[src/rtl/pedestrian_scheduler_if.sv]
// Bundle between the collision logic (hit/enable) and the sprite mapper
// (positions and state) around the pedestrian scheduler.
interface pedestrian_scheduler_if;
  logic        enable;
  logic [3:0]  hit;
  logic [3:0]  ped_active;
  logic [3:0]  ped_hit;
  logic [43:0] ped_x;
  logic [43:0] ped_y;
  logic [10:0] ped_s;
  logic [7:0]  hit_count;
  logic        spawn_drop;

  modport master (
    output enable, hit,
    input  ped_active, ped_hit, ped_x, ped_y, ped_s, hit_count, spawn_drop
  );

  modport slave (
    input  enable, hit,
    output ped_active, ped_hit, ped_x, ped_y, ped_s, hit_count, spawn_drop
  );
endinterface

[src/rtl/pedestrian_scheduler.sv]
// Four-slot pedestrian spawner/mover: periodic spawns into the lowest idle
// slot, LFSR-chosen lane and direction, hit freeze with saturating hit tally.
module pedestrian_scheduler #(
  parameter int         SPAWN_PERIOD = 60,
  parameter int         HIT_HOLD     = 30,
  parameter int         X_STEP       = 3,
  parameter int         X_MAX        = 639,
  parameter int         PED_SIZE     = 8,
  parameter int         LANE_Y0      = 120,
  parameter int         LANE_Y1      = 200,
  parameter int         LANE_Y2      = 280,
  parameter int         LANE_Y3      = 360,
  parameter logic [7:0] LFSR_SEED    = 8'hA5
) (
  input  logic                   frame_clk,
  input  logic                   Reset,
  pedestrian_scheduler_if.slave  bus
);

  localparam int CW = $clog2(SPAWN_PERIOD);
  localparam int HW = (HIT_HOLD > 1) ? $clog2(HIT_HOLD) : 1;

  typedef enum logic [1:0] {
    S_IDLE = 2'd0,
    S_WALK = 2'd1,
    S_HIT  = 2'd2
  } state_t;

  // Fibonacci feedback for x^8+x^6+x^5+x^4+1, shifting toward the MSB.
  function automatic logic lfsr_fb(input logic [7:0] v);
    return v[7] ^ v[5] ^ v[4] ^ v[3];
  endfunction

  function automatic logic [3:0] lowest_one(input logic [3:0] v);
    return v & (~v + 4'd1);
  endfunction

  function automatic logic [2:0] popcount4(input logic [3:0] v);
    return 3'(v[0]) + 3'(v[1]) + 3'(v[2]) + 3'(v[3]);
  endfunction

  function automatic logic [10:0] lane_y(input logic [1:0] sel);
    logic [10:0] y;
    case (sel)
      2'd0:    y = 11'(LANE_Y0);
      2'd1:    y = 11'(LANE_Y1);
      2'd2:    y = 11'(LANE_Y2);
      2'd3:    y = 11'(LANE_Y3);
      default: y = 11'(LANE_Y0);
    endcase
    return y;
  endfunction

  state_t          r_state [4];
  logic [10:0]     r_x     [4];
  logic [10:0]     r_y     [4];
  logic            r_dir   [4];
  logic [HW-1:0]   r_hold  [4];
  logic [3:0]      r_active;
  logic [3:0]      r_hit;
  logic [CW-1:0]   r_spawn_cnt;
  logic [7:0]      r_lfsr;
  logic [7:0]      r_hit_count;
  logic            r_spawn_drop;

  logic [3:0]      w_idle;
  logic [3:0]      w_walk;
  logic [3:0]      w_spawn_sel;
  logic [3:0]      w_new_hit;
  logic            w_spawn_now;
  logic [8:0]      w_hit_sum;
  logic [7:0]      w_hit_count_nxt;

  // Spawn target from the pre-edge state, and the saturating hit tally.
  always_comb begin
    w_idle = 4'd0;
    w_walk = 4'd0;
    for (int i = 0; i < 4; i++) begin
      w_idle[i] = (r_state[i] == S_IDLE);
      w_walk[i] = (r_state[i] == S_WALK);
    end
    w_spawn_now = (r_spawn_cnt == CW'(SPAWN_PERIOD - 1));
    w_spawn_sel = lowest_one(w_idle);
    w_new_hit   = w_walk & bus.hit;
    w_hit_sum   = {1'b0, r_hit_count} + 9'(popcount4(w_new_hit));
    if (w_hit_sum > 9'd255) begin
      w_hit_count_nxt = 8'd255;
    end else begin
      w_hit_count_nxt = w_hit_sum[7:0];
    end
  end

  // Slot state machines, spawn counter, LFSR and registered status outputs.
  always_ff @(posedge frame_clk) begin
    if (Reset) begin
      for (int i = 0; i < 4; i++) begin
        r_state[i] <= S_IDLE;
        r_x[i]     <= 11'd0;
        r_y[i]     <= 11'd0;
        r_dir[i]   <= 1'b0;
        r_hold[i]  <= HW'(0);
      end
      r_active     <= 4'd0;
      r_hit        <= 4'd0;
      r_spawn_cnt  <= CW'(0);
      r_lfsr       <= LFSR_SEED;
      r_hit_count  <= 8'd0;
      r_spawn_drop <= 1'b0;
    end else if (bus.enable) begin
      r_lfsr       <= {r_lfsr[6:0], lfsr_fb(r_lfsr)};
      r_spawn_cnt  <= w_spawn_now ? CW'(0) : r_spawn_cnt + CW'(1);
      r_spawn_drop <= w_spawn_now && (w_idle == 4'd0);
      r_hit_count  <= w_hit_count_nxt;
      for (int i = 0; i < 4; i++) begin
        case (r_state[i])
          S_IDLE: begin
            if (w_spawn_now && w_spawn_sel[i]) begin
              r_state[i]  <= S_WALK;
              r_active[i] <= 1'b1;
              r_dir[i]    <= r_lfsr[2];
              r_x[i]      <= r_lfsr[2] ? 11'(X_MAX) : 11'd0;
              r_y[i]      <= lane_y(r_lfsr[1:0]);
            end
          end
          // Hit takes priority over leaving the road on the same edge.
          S_WALK: begin
            if (bus.hit[i]) begin
              r_state[i] <= S_HIT;
              r_hit[i]   <= 1'b1;
              r_hold[i]  <= HW'(HIT_HOLD - 1);
            end else if (!r_dir[i]) begin
              if (({1'b0, r_x[i]} + 12'(X_STEP)) > 12'(X_MAX)) begin
                r_state[i]  <= S_IDLE;
                r_active[i] <= 1'b0;
              end else begin
                r_x[i] <= r_x[i] + 11'(X_STEP);
              end
            end else begin
              if (r_x[i] < 11'(X_STEP)) begin
                r_state[i]  <= S_IDLE;
                r_active[i] <= 1'b0;
              end else begin
                r_x[i] <= r_x[i] - 11'(X_STEP);
              end
            end
          end
          S_HIT: begin
            if (r_hold[i] == HW'(0)) begin
              r_state[i]  <= S_IDLE;
              r_active[i] <= 1'b0;
              r_hit[i]    <= 1'b0;
            end else begin
              r_hold[i] <= r_hold[i] - HW'(1);
            end
          end
          default: begin
            r_state[i]  <= S_IDLE;
            r_active[i] <= 1'b0;
            r_hit[i]    <= 1'b0;
          end
        endcase
      end
    end else begin
      r_spawn_drop <= 1'b0;
    end
  end

  for (genvar g = 0; g < 4; g++) begin : g_slot
    assign bus.ped_x[11*g +: 11] = r_x[g];
    assign bus.ped_y[11*g +: 11] = r_y[g];
  end

  assign bus.ped_active = r_active;
  assign bus.ped_hit    = r_hit;
  assign bus.ped_s      = 11'(PED_SIZE);
  assign bus.hit_count  = r_hit_count;
  assign bus.spawn_drop = r_spawn_drop;

endmodule

[src/flat_wrapper.sv]
// flat-port wrapper written by rule: the top's interface ports become plain ports
module pedestrian_scheduler_flat 
#(
  parameter int         SPAWN_PERIOD = 60,
  parameter int         HIT_HOLD     = 30,
  parameter int         X_STEP       = 3,
  parameter int         X_MAX        = 639,
  parameter int         PED_SIZE     = 8,
  parameter int         LANE_Y0      = 120,
  parameter int         LANE_Y1      = 200,
  parameter int         LANE_Y2      = 280,
  parameter int         LANE_Y3      = 360,
  parameter logic [7:0] LFSR_SEED    = 8'hA5
)
  (frame_clk, Reset, bus_enable, bus_hit, bus_ped_active, bus_ped_hit, bus_ped_x, bus_ped_y, bus_ped_s, bus_hit_count, bus_spawn_drop);
  pedestrian_scheduler_if bus_i ();
  input  logic frame_clk;
  input  logic Reset;
  input wire logic [$bits(bus_i.enable)-1:0] bus_enable;
  input wire logic [$bits(bus_i.hit)-1:0] bus_hit;
  output wire logic [$bits(bus_i.ped_active)-1:0] bus_ped_active;
  output wire logic [$bits(bus_i.ped_hit)-1:0] bus_ped_hit;
  output wire logic [$bits(bus_i.ped_x)-1:0] bus_ped_x;
  output wire logic [$bits(bus_i.ped_y)-1:0] bus_ped_y;
  output wire logic [$bits(bus_i.ped_s)-1:0] bus_ped_s;
  output wire logic [$bits(bus_i.hit_count)-1:0] bus_hit_count;
  output wire logic [$bits(bus_i.spawn_drop)-1:0] bus_spawn_drop;
  assign bus_i.enable = bus_enable;
  assign bus_i.hit = bus_hit;
  assign bus_ped_active = bus_i.ped_active;
  assign bus_ped_hit = bus_i.ped_hit;
  assign bus_ped_x = bus_i.ped_x;
  assign bus_ped_y = bus_i.ped_y;
  assign bus_ped_s = bus_i.ped_s;
  assign bus_hit_count = bus_i.hit_count;
  assign bus_spawn_drop = bus_i.spawn_drop;
  pedestrian_scheduler #(.SPAWN_PERIOD(SPAWN_PERIOD), .HIT_HOLD(HIT_HOLD), .X_STEP(X_STEP), .X_MAX(X_MAX), .PED_SIZE(PED_SIZE), .LANE_Y0(LANE_Y0), .LANE_Y1(LANE_Y1), .LANE_Y2(LANE_Y2), .LANE_Y3(LANE_Y3), .LFSR_SEED(LFSR_SEED)) u_core (.frame_clk(frame_clk), .Reset(Reset), .bus(bus_i));
endmodule
[config.mk]
export PLATFORM = sky130hd
export DESIGN_NAME = pedestrian_scheduler_flat
export DESIGN_NICKNAME = d
export VERILOG_FILES = /design/src/rtl/pedestrian_scheduler_if.sv /design/src/rtl/pedestrian_scheduler.sv /design/src/flat_wrapper.sv
export SDC_FILE = /design/constraint.sdc
export NUM_CORES = 1
export LEC_CHECK = 0
export BUFFER_PORTS_ARGS = -buffer_cell sky130_fd_sc_hd__buf_2
export CORE_MARGIN = 2
export CORE_UTILIZATION = 40
export DETAILED_ROUTE_END_ITERATION = 8
export GPL_ROUTABILITY_DRIVEN = 0
export PLACE_DENSITY_LB_ADDON = 0.25
export SYNTH_ARGS = -nofsm -noshare
export SYNTH_HDL_FRONTEND = slang
export SYNTH_SLANG_ARGS = --single-unit
[constraint.sdc]
create_clock -name frame_clk -period 4.56 [get_ports frame_clk]
set_clock_uncertainty 0.1 [all_clocks]
set_input_delay 0.228 -clock frame_clk [delete_from_list [all_inputs] [get_ports frame_clk]]
set_output_delay 0.228 -clock frame_clk [all_outputs]
set_load 0.05 [all_outputs]
Word level (Yosys, flattened, before mapping):

Memory sizes are Yosys's and may differ from the RTL's.
Index checks and enable logic that the tools add are counted.

* flip-flop bits (word level): 31
* memory bits (writable): 120
* input port bits: 7
* output and inout bits: 116
* logic and storage cells: 493
* memories kept: 5

Memory list
* u_core.r_x: words 4, width 11, read ports 4, clocked after Yosys merged registers in 0, write ports 4, RTL line pedestrian_scheduler.sv:55 `logic [10:0] r_x [4];`
* u_core.r_y: words 4, width 11, read ports 4, clocked after Yosys merged registers in 0, write ports 4, RTL line pedestrian_scheduler.sv:56 `logic [10:0] r_y [4];`
* u_core.r_hold: words 4, width 5, read ports 4, clocked after Yosys merged registers in 0, write ports 4, RTL line pedestrian_scheduler.sv:58 `logic [HW-1:0] r_hold [4];`
* u_core.r_state: words 4, width 2, read ports 4, clocked after Yosys merged registers in 0, write ports 4, RTL line pedestrian_scheduler.sv:54 `state_t r_state [4];`
* u_core.r_dir: words 4, width 1, read ports 4, clocked after Yosys merged registers in 0, write ports 4, RTL line pedestrian_scheduler.sv:57 `logic r_dir [4];`

* add/sub/neg operators: 22
* $lt $le $gt $ge: 9
* eq/ne operators: 36
* muxes and demuxes: 318
* bitwise gates (word level): 63
* reductions and logical operators: 28

Operators with widths (number)
* 11-bit 2-to-1 mux: 32
* 1-bit 2-to-1 mux: 242
* 1-bit OR: 52
* 11-bit by 2-bit adder with 12-bit output, second input constant: 4
* 12-bit by 10-bit > comparator with 1-bit output, second input constant: 4
* 2-bit 2-to-1 mux: 24
* 11-bit by 2-bit adder with 11-bit output, second input constant: 4
* 11-bit by 2-bit less-than comparator with 1-bit output, second input constant: 4
* 11-bit one-hot mux with 4 select lines: 1
* 11-bit by 2-bit subtractor with 11-bit output, second input constant: 4
* 5-bit 2-to-1 mux: 8
* 2-bit inequality test, second input constant: 12
* 3-bit inequality test, second input constant: 8
* 1-bit one-hot mux with 3 select lines: 8
* 6-bit AND reduction: 4
* 5-bit zero test: 4
* 5-bit by 1-bit subtractor with 5-bit output, second input constant: 4
* 4-bit AND reduction: 4
* 2-bit equality test, second input constant: 6
* 3-bit OR reduction: 4
* 2-bit by 1-bit equality test with 1-bit output, second input constant: 5
* 2-bit zero test: 5
* 10-bit 2-to-1 mux: 1
* 8-bit by 3-bit adder with 9-bit output: 1
* other kinds (16): 31

Logic depth before layout (Yosys ltp):

Gate-level depths: netlist of run 1.
An unclocked memory read counts as a cell.

* depth in word-level cells: 17
* mapped depth: 14
* mapped depth without buffers: 13

Worst setup path after synthesis of run 1:

No wires, ideal clock.

* kind: reg-to-reg
* start point: memory u_core.r_state[1][1] (netlist bit)
* end point: register u_core.r_hit_count[6], in the netlist u_core.bus.hit_count[6]
* setup time: 0.130 ns
* arrival time: 3.041 ns
* data required time: 4.330 ns
* path slack: 1.289 ns
* stages on the path, launching flop included: 14
* path buffers: 0
* period minus slack after synthesis: 3.271 ns
* path through: edfxtp_1 -> nor2b_1 -> and2_1 -> ha_1 -> fa_1 -> ha_1 -> inv_1 -> fa_1 -> nor2b_1 -> o21ai_0 -> nor2_1 -> nand3_1 -> nor3b_1 -> nor3_1

RTL lines
* start: declaration: RTL line pedestrian_scheduler.sv:54
* end signal: assignment: RTL line pedestrian_scheduler.sv:113 `r_hit_count <= w_hit_count_nxt;`
* end: declaration: RTL line pedestrian_scheduler.sv:63 `logic [7:0] r_hit_count;`

==> results.py, run 1 <==
metrics = {
    "worst_hold_path": {
        "hold_class": "in -> reg",
    },
    "synthesis": {
        "post_syn_instances": 896,
        "asyncSetResetFlopFracSynth_pct": 0,
        "synth_edf_count": 97,
        "yosys_register_bits": 131,
        "mux_cell_area_share_after_synthesis_pct": 1.24,
        "ys_warn_count": 0,
        "seq_area_frac_synth_pct": 43.8,
        "synth.avg_cell_area_um2": 9.15,
        "synth_flop_cell": "edfxtp_1",
        "synth_area_leaders": "edfxtp_1 36%, dfxtp_1 8.3%, nor2_1 5.0%",
        "synth_adder_area_share_pct": 4.61,
        "synth_xor_xnor_area_share_pct": 3.95,
        "synth_top_cell_area_share_pct": 35.5,
        "syn-cell-area_um2": 8200,
        "synth-simple-area-share_pct": 21.8,
        "netlist.top_cell.by_area": "edfxtp_1",
        "largest_family_of_logic_cells_by_synthesized_area": "simple AND/OR/NAND/NOR gates",
        "synth.lib_cells_used.distinct": 75,
        "synth-compound-area-share_pct": 16.8,
    },
    "finish": {
        "layout-drive-gt1-share_pct": 15.0,
        "syn2layout_area_growth_pct": 13.3,
        "final_common_cell": "nor2_1",
        "finish.instance_area_um2": 9290,
        "finish.net_count": 993,
        "layout.cells.most_common_list": "109 x nor2_1, 97 x edfxtp_1, 91 x buf_2, 66 x nand2_1, 46 x inv_1",
    },
    "grt": {
        "grt_usage_pct": 17.8,
        "met2_usage_pct": 26.9,
        "via_count_of_the_first_global_routing_pass": 6115,
        "grt-busiest-layer": "met2",
        "grt-ovfl-total": 0,
        "global_route.usage.met1_pct": 25.5,
        "grt_max_degree": 24,
        "use_met3_pct": 3.35,
        "initial_antenna_violation_count": 1,
        "grt_first_pass_wirelength_um": 31300,
    },
    "setup_path": {
        "timing.critical_path.required_ns": 4.76,
        "timing.critical_path.fanout_max": 8,
        "timing.critical_path.arrival_ns": 3.76,
        "critPathLaunchType": "register",
        "setup.worst_path.class": "reg -> reg",
        "critical_path.endpoint_type": "register",
    },
    "cts": {
        "cts.root.buffer_cell": "clkbuf_16",
        "cts_htree_levels": 4,
        "clk_transition_reported_paths_ns": 0.06,
        "cts-resized-gates": 0,
        "clock_tree_from_tritoncts": "yes",
        "cts_made_buffers": 17,
        "cts_max_path_buffers": 2,
        "clock-sinks": 131,
        "post_cts_hold_buffer_count": 0,
        "clk-insertion-delay-late_ns": 0.42,
        "cts_post_setup_buffers_inserted": 0,
    },
    "floorplan": {
        "core_region_area_um2": 20200,
        "die_x_um": 147,
        "die_h_um": 147,
        "number_of_placement_rows": 52,
        "start_util_pct": 40.6,
        "die-area_um2": 21700,
        "num_io_pins": 123,
    },
    "drt": {
        "vias": 6720,
        "drc_errors": 0,
        "drt_iter0_drc": 367,
        "avgRoutedWirePerCell_um": 15.4,
        "drt_first_pass_iters": 5,
        "route.detailed.vias_per_inst": 5.42,
        "drt_wl_total_um": 19100,
        "drt.antenna.violating_nets": 0,
    },
    "placement": {
        "dp.final_hpwl_um": 13700,
        "dpl-instance-area_um2": 8690,
        "io_buffer_count": 91,
    },
    "sta": {
        "relSlewSlack_pct": 42.8,
        "layout_min_cycle_time_ns": 3.56,
        "totalNegativeSetupSlack_ns": 0,
        "rsz0062_at_grt": "false",
        "worst_pin_slew_ns": 0.856,
        "achievable_freq_mhz": 281,
        "final-setup-viol-count": 0,
        "timing_max_transition_violations_final": 0,
        "period_share_pct": 78.1,
        "timing_hold_violations_final": 0,
    },
    "outcome": {
        "status": "finished clean",
    },
    "power_and_ir_drop": {
        "power.leakage_uw": 0.00371,
        "pwr_cell_area_nw_per_um2": 353,
        "highest_ir_drop_seen_on_vdd_mv": 0.299,
    },
    "run": {
        "cap_viol_max_count": 0,
    },
}
==> registers in the layout, indices dropped and copies added (netlist names) <==
name	flops
u_core.r_y	24
u_core.r_hold	20
u_core.r_state	8
u_core.bus.hit_count	8
u_core.bus.spawn_drop	1
u_core.r_spawn_cnt	6
u_core.bus.ped_hit	4
u_core.bus.ped_active	4
u_core.r_lfsr	8
u_core.r_x	44
u_core.r_dir	4
==> critical path, cell delays in order, from the launching register on <==
cell and delay (ns):
edfxtp_1 0.50, nor2b_1 0.32, and2_1 0.22, ha_1 0.25
fa_1 0.39, ha_1 0.30, inv_1 0.05, fa_1 0.40
nor2b_1 0.14, o21ai_0 0.14, nor2_1 0.25, nand3_1 0.11
nor3b_1 0.20, nor3_1 0.07
==> synth_stat cells (all sizes together), types with 5 or more instances <==
cell type and number:
and2 7, a31oi 9, or3 18, o21bai 5
and3 10, a221oi 6, o22ai 5, nand3b 9
nand2 67, a211o 7, nor4b 5, nor2 109
nand3 33, o22a 5, buf 40, nor3 32
a21o 7, nor2b 18, nand2b 12, o21ai 43
a21oi 37, xor2 9, inv 46, nor4 8
a211oi 8, xnor2 28, nand4 13, o211ai 13
mux2i 9, nor3b 7, ha 27, o221ai 8
dfxtp 34, clkbuf 44, edfxtp 97
==> layer usage <==
layer	part of all wire (%)	wire, um	up-vias
met3	4.3	830	19
met2	45	8590	162
met5	0	0	-
met1	49	9370	3206
met4	1.6	299	0
li1	-	-	3333
==> worst paths after layout <==
check	start	depth (start not counted)	slack, ns	end
worst max-delay path	u_core.r_state[1][1]$_SDFFCE_PP0P_	13	1.0	u_core.bus.hit_count[6]$_SDFFE_PP0P_
worst max register to register	u_core.r_state[1][1]$_SDFFCE_PP0P_	13	1.0	u_core.bus.hit_count[6]$_SDFFE_PP0P_
worst min-delay path	bus_hit[1]	3	0.12	u_core.bus.ped_hit[1]$_SDFFE_PP0P_
worst min register to register	u_core.r_y[2][3]$_SDFFE_PP1P_	2	0.37	u_core.r_y[2][3]$_SDFFE_PP1P_
==> power by group <==
part	switching, uW	internal (uW)	leakage (uW)	total (uW)
Sequential	82.8	1340	0.00126	1430
Combinational	338	125	0.00217	463
Clock	533	857	0.000286	1390
Total	954	2330	0.00371	3280
==> area by class of cell <==
type | instances | area (um2)
repair buffers | 97 | 500
clock inverters | 13 | 160
flip-flops and latches | 131 | 3590
diodes | 1 | 2.50
inverters | 46 | 173
multi-input cells | 664 | 4090
fillers | 1992 | 10900
well taps | 270 | 338
clock buffers | 18 | 429
==> stage by stage <==
| step | cells | util [%] | hold WS (ns) | setup slack, ns | power, uW |
|---|---|---|---|---|---|
| 2_1_floorplan | 925 | - | 0.338 | 1.29 | 1830 |
| 3_3_place_gp | 1208 | 43.1 | 0.355 | 1.12 | 1910 |
| 3_5_place_dp | 1208 | 43.1 | 0.364 | 1.04 | 1910 |
| 4_1_cts | 1239 | 46.0 | 0.102 | 1.03 | 3300 |
| 5_1_grt | 1240 | 46.0 | 0.120 | 0.741 | 3400 |
| 6_report | 1240 | 46.0 | 0.122 | 0.998 | 3280 |
==> cells by family after synthesis <==
group | Yosys count
buffers and inverters | 130
XOR/XNOR | 37
adder cells (fa/ha/maj) | 29
flip-flops | 131
AND/OR/NAND/NOR | 359
other | 2
AO/OA/AOI/OAI | 198
multiplexers | 10
(Power assumes the default switching activity.)
==> inputs of run 2 (changes only) <==
- clock period: 4.56 -> 3.5 ns (I/O delays scaled with it)
==> results.py, run 2 (synthesis gave the netlist of run 1 again) <==
metrics = {
    "outcome": {
        "status": "finished clean",
    },
    "cts": {
        "clock_tree_from_tritoncts": "yes",
        "cts_made_buffers": 17,
        "clock-sinks": 131,
        "clk_transition_reported_paths_ns": 0.06,
        "cts_htree_levels": 4,
        "cts_post_setup_buffers_inserted": 0,
        "post_cts_hold_buffer_count": 0,
        "cts_max_path_buffers": 2,
        "cts.root.buffer_cell": "clkbuf_16",
        "clk-insertion-delay-late_ns": 0.42,
    },
    "finish": {
        "layout.cells.most_common_list": "107 x nor2_1, 97 x edfxtp_1, 91 x buf_2, 66 x nand2_1, 46 x inv_1",
        "layout-drive-gt1-share_pct": 16.5,
        "largestRegisters": "u_core.r_x: 44 flops, u_core.r_y: 24 flops, u_core.r_hold: 20 flops",
        "final_common_cell": "nor2_1",
        "largest_register_ffs": 44,
        "syn2layout_area_growth_pct": 14.6,
        "insertedDiodeCount": 0,
        "layoutNonFillerInstCount": 1254,
        "final_core_occ_pct": 46.6,
        "registers.top_by_ff_count": "u_core.r_x",
        "finish.net_count": 1007,
    },
    "floorplan": {
        "num_io_pins": 123,
        "die_h_um": 147,
        "number_of_placement_rows": 52,
        "die-area_um2": 21700,
        "core_region_area_um2": 20200,
        "die_x_um": 147,
        "start_util_pct": 40.6,
    },
    "grt": {
        "via_count_of_the_first_global_routing_pass": 6219,
        "grt_first_pass_wirelength_um": 31700,
        "grt_max_degree": 24,
        "grt_usage_pct": 18.0,
        "initial_antenna_violation_count": 1,
        "grt-ovfl-total": 0,
    },
    "worst_hold_path": {
        "whs_endpoint": "u_core.bus.ped_hit[1]$_SDFFE_PP0P_",
        "hold_class": "in -> reg",
        "holdPathStages": 3,
        "min_delay_src": "bus_hit[1]",
    },
    "setup_path": {
        "critical_path.endpoint_type": "register",
        "critPathLaunchType": "register",
        "timing.critical_path.required_ns": 3.70,
        "regToRegStartpoint": "u_core.r_state[1][0]$_SDFFCE_PP0P_",
        "slack_of_the_worst_reg_to_reg_path_ns": 0.23,
        "setup.worst_path.class": "reg -> reg",
        "rr_endpoint": "u_core.bus.hit_count[6]$_SDFFE_PP0P_",
        "timing.critical_path.fanout_max": 4,
        "worst-r2r-cell-count": 13,
        "timing.critical_path.arrival_ns": 3.47,
    },
    "sta": {
        "worst_pin_slew_ns": 0.752,
        "final-setup-viol-count": 0,
        "rsz0062_at_grt": "false",
        "totalNegativeSetupSlack_ns": 0,
        "relSlewSlack_pct": 49.2,
        "layout_min_cycle_time_ns": 3.27,
        "period_share_pct": 93.3,
        "timing_hold_violations_final": 0,
        "timing_max_transition_violations_final": 0,
        "achievable_freq_mhz": 306,
    },
    "power_and_ir_drop": {
        "pwr_cell_area_nw_per_um2": 453,
        "highest_ir_drop_seen_on_vdd_mv": 0.335,
        "power.leakage_uw": 0.00376,
    },
    "drt": {
        "drt_iter0_drc": 384,
        "route.detailed.vias_per_inst": 5.35,
        "drt_wl_total_um": 19400,
        "drc_errors": 0,
        "drt.antenna.violating_nets": 0,
        "drt_first_pass_iters": 5,
        "vias": 6710,
        "avgRoutedWirePerCell_um": 15.4,
    },
    "run": {
        "cap_viol_max_count": 0,
    },
    "placement": {
        "io_buffer_count": 91,
        "dpl.cell_count": 1222,
        "dp.final_hpwl_um": 13900,
    },
}
## run 2: metal layers
metal  global-route usage, %  routed length [um]  vias to the layer above
met4                    5.72                 234                        0
met2                    27.7                8810                      156
met3                    3.42                 792                       19
met1                    25.7                9520                     3183
li1                        -                   -                     3352
met5                       0                   0                        -
## run 2: metrics by stage
step / total power (uW) / setup slack, ns / hold WS [ns] / instance area [um2]
2_1_floorplan: 2390 / 0.229 / 0.286 / 8310
3_3_place_gp: 2500 / 0.307 / 0.349 / 8800
3_5_place_dp: 2500 / 0.176 / 0.365 / 8800
4_1_cts: 4280 / 0.177 / 0.0398 / 9390
5_1_grt: 4420 / 0.0308 / 0.0968 / 9390
6_report: 4250 / 0.234 / 0.0639 / 9390
## run 2: critical path, stage by stage (launching register included)
cell and delay, ns:
edfxtp_1 0.38, nor2b_2 0.17, and2_1 0.18, ha_1 0.29, fa_1 0.39, ha_1 0.30, inv_1 0.06, fa_1 0.40
nor2b_1 0.16, o21ai_1 0.14, nor2_2 0.21, nand3_1 0.10, nor3b_1 0.21, nor3_1 0.07
## run 2: what timing repair did
item / in CTS / in global routing
setup endpoints to repair: 0 / 3
gates resized for setup: 0 / 4
endpoints found under the hold margin: 0 / 0
## run 2: worst max path at each step
stage,startpoint,endpoint,slack (ns),cells after the start
after floorplan,u_core.r_state[1][1]$_SDFFCE_PP0P_,u_core.bus.hit_count[6]$_SDFFE_PP0P_,0.23,13
after global placement,u_core.r_state[1][0]$_SDFFCE_PP0P_,u_core.bus.hit_count[6]$_SDFFE_PP0P_,0.31,13
after global routing,u_core.r_state[1][0]$_SDFFCE_PP0P_,u_core.bus.hit_count[6]$_SDFFE_PP0P_,0.03,13
final,u_core.r_state[1][0]$_SDFFCE_PP0P_,u_core.bus.hit_count[6]$_SDFFE_PP0P_,0.23,13
after CTS,u_core.r_state[1][1]$_SDFFCE_PP0P_,u_core.bus.hit_count[6]$_SDFFE_PP0P_,0.18,13
after detailed placement,u_core.r_state[1][0]$_SDFFCE_PP0P_,u_core.bus.hit_count[6]$_SDFFE_PP0P_,0.18,13
## run 2: report_power, final
| group | total (uW) | internal [uW] | switching [uW] |
|---|---|---|---|
| clock network | 1780 | 1060 | 722 |
| logic | 619 | 171 | 449 |
| registers | 1850 | 1750 | 102 |
## run 2: layout make-up
class	count	area [um2]
inverter	46	173
multi-input combinational	664	4100
clock buffer	19	433
tap	270	338
timing repair buffer	111	606
fill	1986	10800
clock inverter	13	153
sequential	131	3590
==> inputs of run 3 (changes only) <==
- CTS_BUF_LIST: not set -> sky130_fd_sc_hd__clkbuf_2
- HOLD_SLACK_MARGIN: not set -> 0.05
==> results.py, run 3 (synthesis gave the netlist of run 1 again) <==
metrics = {
    "outcome": {
        "status": "finished clean",
    },
    "grt": {
        "via_count_of_the_first_global_routing_pass": 6254,
        "grt-ovfl-total": 0,
        "grt_max_degree": 24,
        "grt_first_pass_wirelength_um": 31800,
        "initial_antenna_violation_count": 1,
        "grt_usage_pct": 18.1,
    },
    "floorplan": {
        "die-area_um2": 21700,
        "num_io_pins": 123,
        "number_of_placement_rows": 52,
        "die_x_um": 147,
        "core_region_area_um2": 20200,
        "die_h_um": 147,
        "start_util_pct": 40.6,
    },
    "drt": {
        "vias": 6828,
        "drt_wl_total_um": 19400,
        "drc_errors": 0,
        "route.detailed.vias_per_inst": 5.40,
        "drt_first_pass_iters": 7,
        "avgRoutedWirePerCell_um": 15.3,
        "drt_iter0_drc": 439,
        "drt.antenna.violating_nets": 0,
    },
    "power_and_ir_drop": {
        "design_power_total_uw": 3450,
        "pwr_cell_area_nw_per_um2": 377,
        "highest_ir_drop_seen_on_vdd_mv": 0.177,
        "power.leakage_uw": 0.00367,
    },
    "sta": {
        "relSlewSlack_pct": 49.3,
        "final-setup-viol-count": 0,
        "worst_pin_slew_ns": 0.750,
        "layout_min_cycle_time_ns": 3.32,
        "achievable_freq_mhz": 302,
        "period_share_pct": 94.7,
        "timing_hold_violations_final": 0,
        "timing_max_transition_violations_final": 0,
    },
    "finish": {
        "finish.net_count": 1017,
        "layoutNonFillerInstCount": 1265,
        "layout-drive-gt1-share_pct": 16.5,
        "final_common_cell": "nor2_1",
        "largest_register_ffs": 44,
        "largestRegisters": "u_core.r_x: 44 flops, u_core.r_y: 24 flops, u_core.r_hold: 20 flops",
        "multi_input_comb_area_um2": 4100,
        "fill_cell_count": 2035,
        "registers.top_by_ff_count": "u_core.r_x",
        "area.sequential_um2": 3590,
        "syn2layout_area_growth_pct": 11.7,
        "layout.cells.most_common_list": "107 x nor2_1, 97 x edfxtp_1, 91 x buf_2, 66 x nand2_1, 46 x inv_1",
    },
    "setup_path": {
        "timing.critical_path.arrival_ns": 3.84,
        "critPathLaunchType": "register",
        "timing.critical_path.required_ns": 4.02,
        "setup.worst_path.class": "reg -> reg",
        "timing.critical_path.fanout_max": 4,
        "critical_path.endpoint_type": "register",
    },
    "placement": {
        "io_buffer_count": 91,
        "dpl.cell_count": 1222,
        "dp.final_hpwl_um": 13900,
    },
    "cts": {
        "cts.root.buffer_cell": "clkbuf_2",
        "clk_transition_reported_paths_ns": 0.22,
        "cts_htree_levels": 4,
        "clock_tree_from_tritoncts": "yes",
        "clk-insertion-delay-late_ns": 0.73,
        "clock-sinks": 131,
        "cts_max_path_buffers": 2,
        "cts_made_buffers": 17,
        "cts_post_setup_buffers_inserted": 0,
    },
    "worst_hold_path": {
        "hold_class": "in -> reg",
    },
    "run": {
        "cap_viol_max_count": 0,
    },
}
[run 3: cell types whose count changed in the layout (fill, tap and decap cells not counted)]
cell and change:
dlygate4sd3_1 +10, clkbuf_2 +19, diode_2 +1, clkbuf_16 -17
clkbuf_1 -2
[run 3: area by class of cell]
cell class | count | area share (%)
Clock buffer | 19 | 1.04
Sequential cell | 131 | 39.2
Clock inverter | 13 | 1.67
Multi-Input combinational cell | 664 | 44.7
Tap cell | 270 | 3.69
Inverter | 46 | 1.89
Antenna cell | 1 | 0.0273
Timing Repair Buffer | 121 | 7.71
[run 3: where the power goes]
part           switching (uW)  total, uW  internal (uW)
registers                 102       1850           1750
logic                     450        627            177
clock network             633        976            343
[run 3: repair_timing]
item / in CTS / in global routing
setup endpoints to repair: 0 / 5
gates resized for setup: 0 / 4
endpoints found under the hold margin: 73 / 0
hold buffers: 10 / 0
[run 3: worst paths after layout]
path | slack, ns | from | depth (start not counted) | to
worst max-delay path | 0.18 | u_core.r_state[1][0]$_SDFFCE_PP0P_ | 13 | u_core.bus.hit_count[6]$_SDFFE_PP0P_
worst min register to register | 0.39 | u_core.r_y[2][3]$_SDFFE_PP1P_ | 2 | u_core.r_y[2][3]$_SDFFE_PP1P_
worst min-delay path | 0.34 | Reset | 4 | u_core.bus.hit_count[3]$_SDFFE_PP0P_
worst max register to register | 0.18 | u_core.r_state[1][0]$_SDFFCE_PP0P_ | 13 | u_core.bus.hit_count[6]$_SDFFE_PP0P_
[run 3: per-stage QoR]
stage	setup TNS [ns]	util (%)	instance area, um2	hold slack [ns]	setup slack, ns
CTS	0	45.4	9150	0.260	0.150
global route	-0.00235	45.4	9160	0.303	-0.00235
floorplan	0	-	8310	0.286	0.229
finish	0	45.4	9160	0.342	0.185
detailed placement	0	43.6	8800	0.365	0.176
global placement	0	43.6	8800	0.349	0.307
[run 3: per-layer routing]
metal | routed length (um) | up-vias | GRT usage [%]
met5 | 0 | - | 0
met4 | 221 | 0 | 5.67
met3 | 787 | 18 | 3.39
met2 | 8980 | 162 | 27.6
met1 | 9420 | 3279 | 26.1
li1 | - | 3369 | -
[run 3: worst max-delay path: stages, from the launching register on]
cell	delay, ns
edfxtp_1	0.44
nor2b_2	0.18
and2_1	0.18
ha_1	0.29
fa_1	0.39
ha_1	0.30
inv_1	0.06
fa_1	0.40
nor2b_1	0.16
o21ai_1	0.14
nor2_2	0.21
nand3_1	0.10
nor3b_1	0.21
nor3_1	0.07
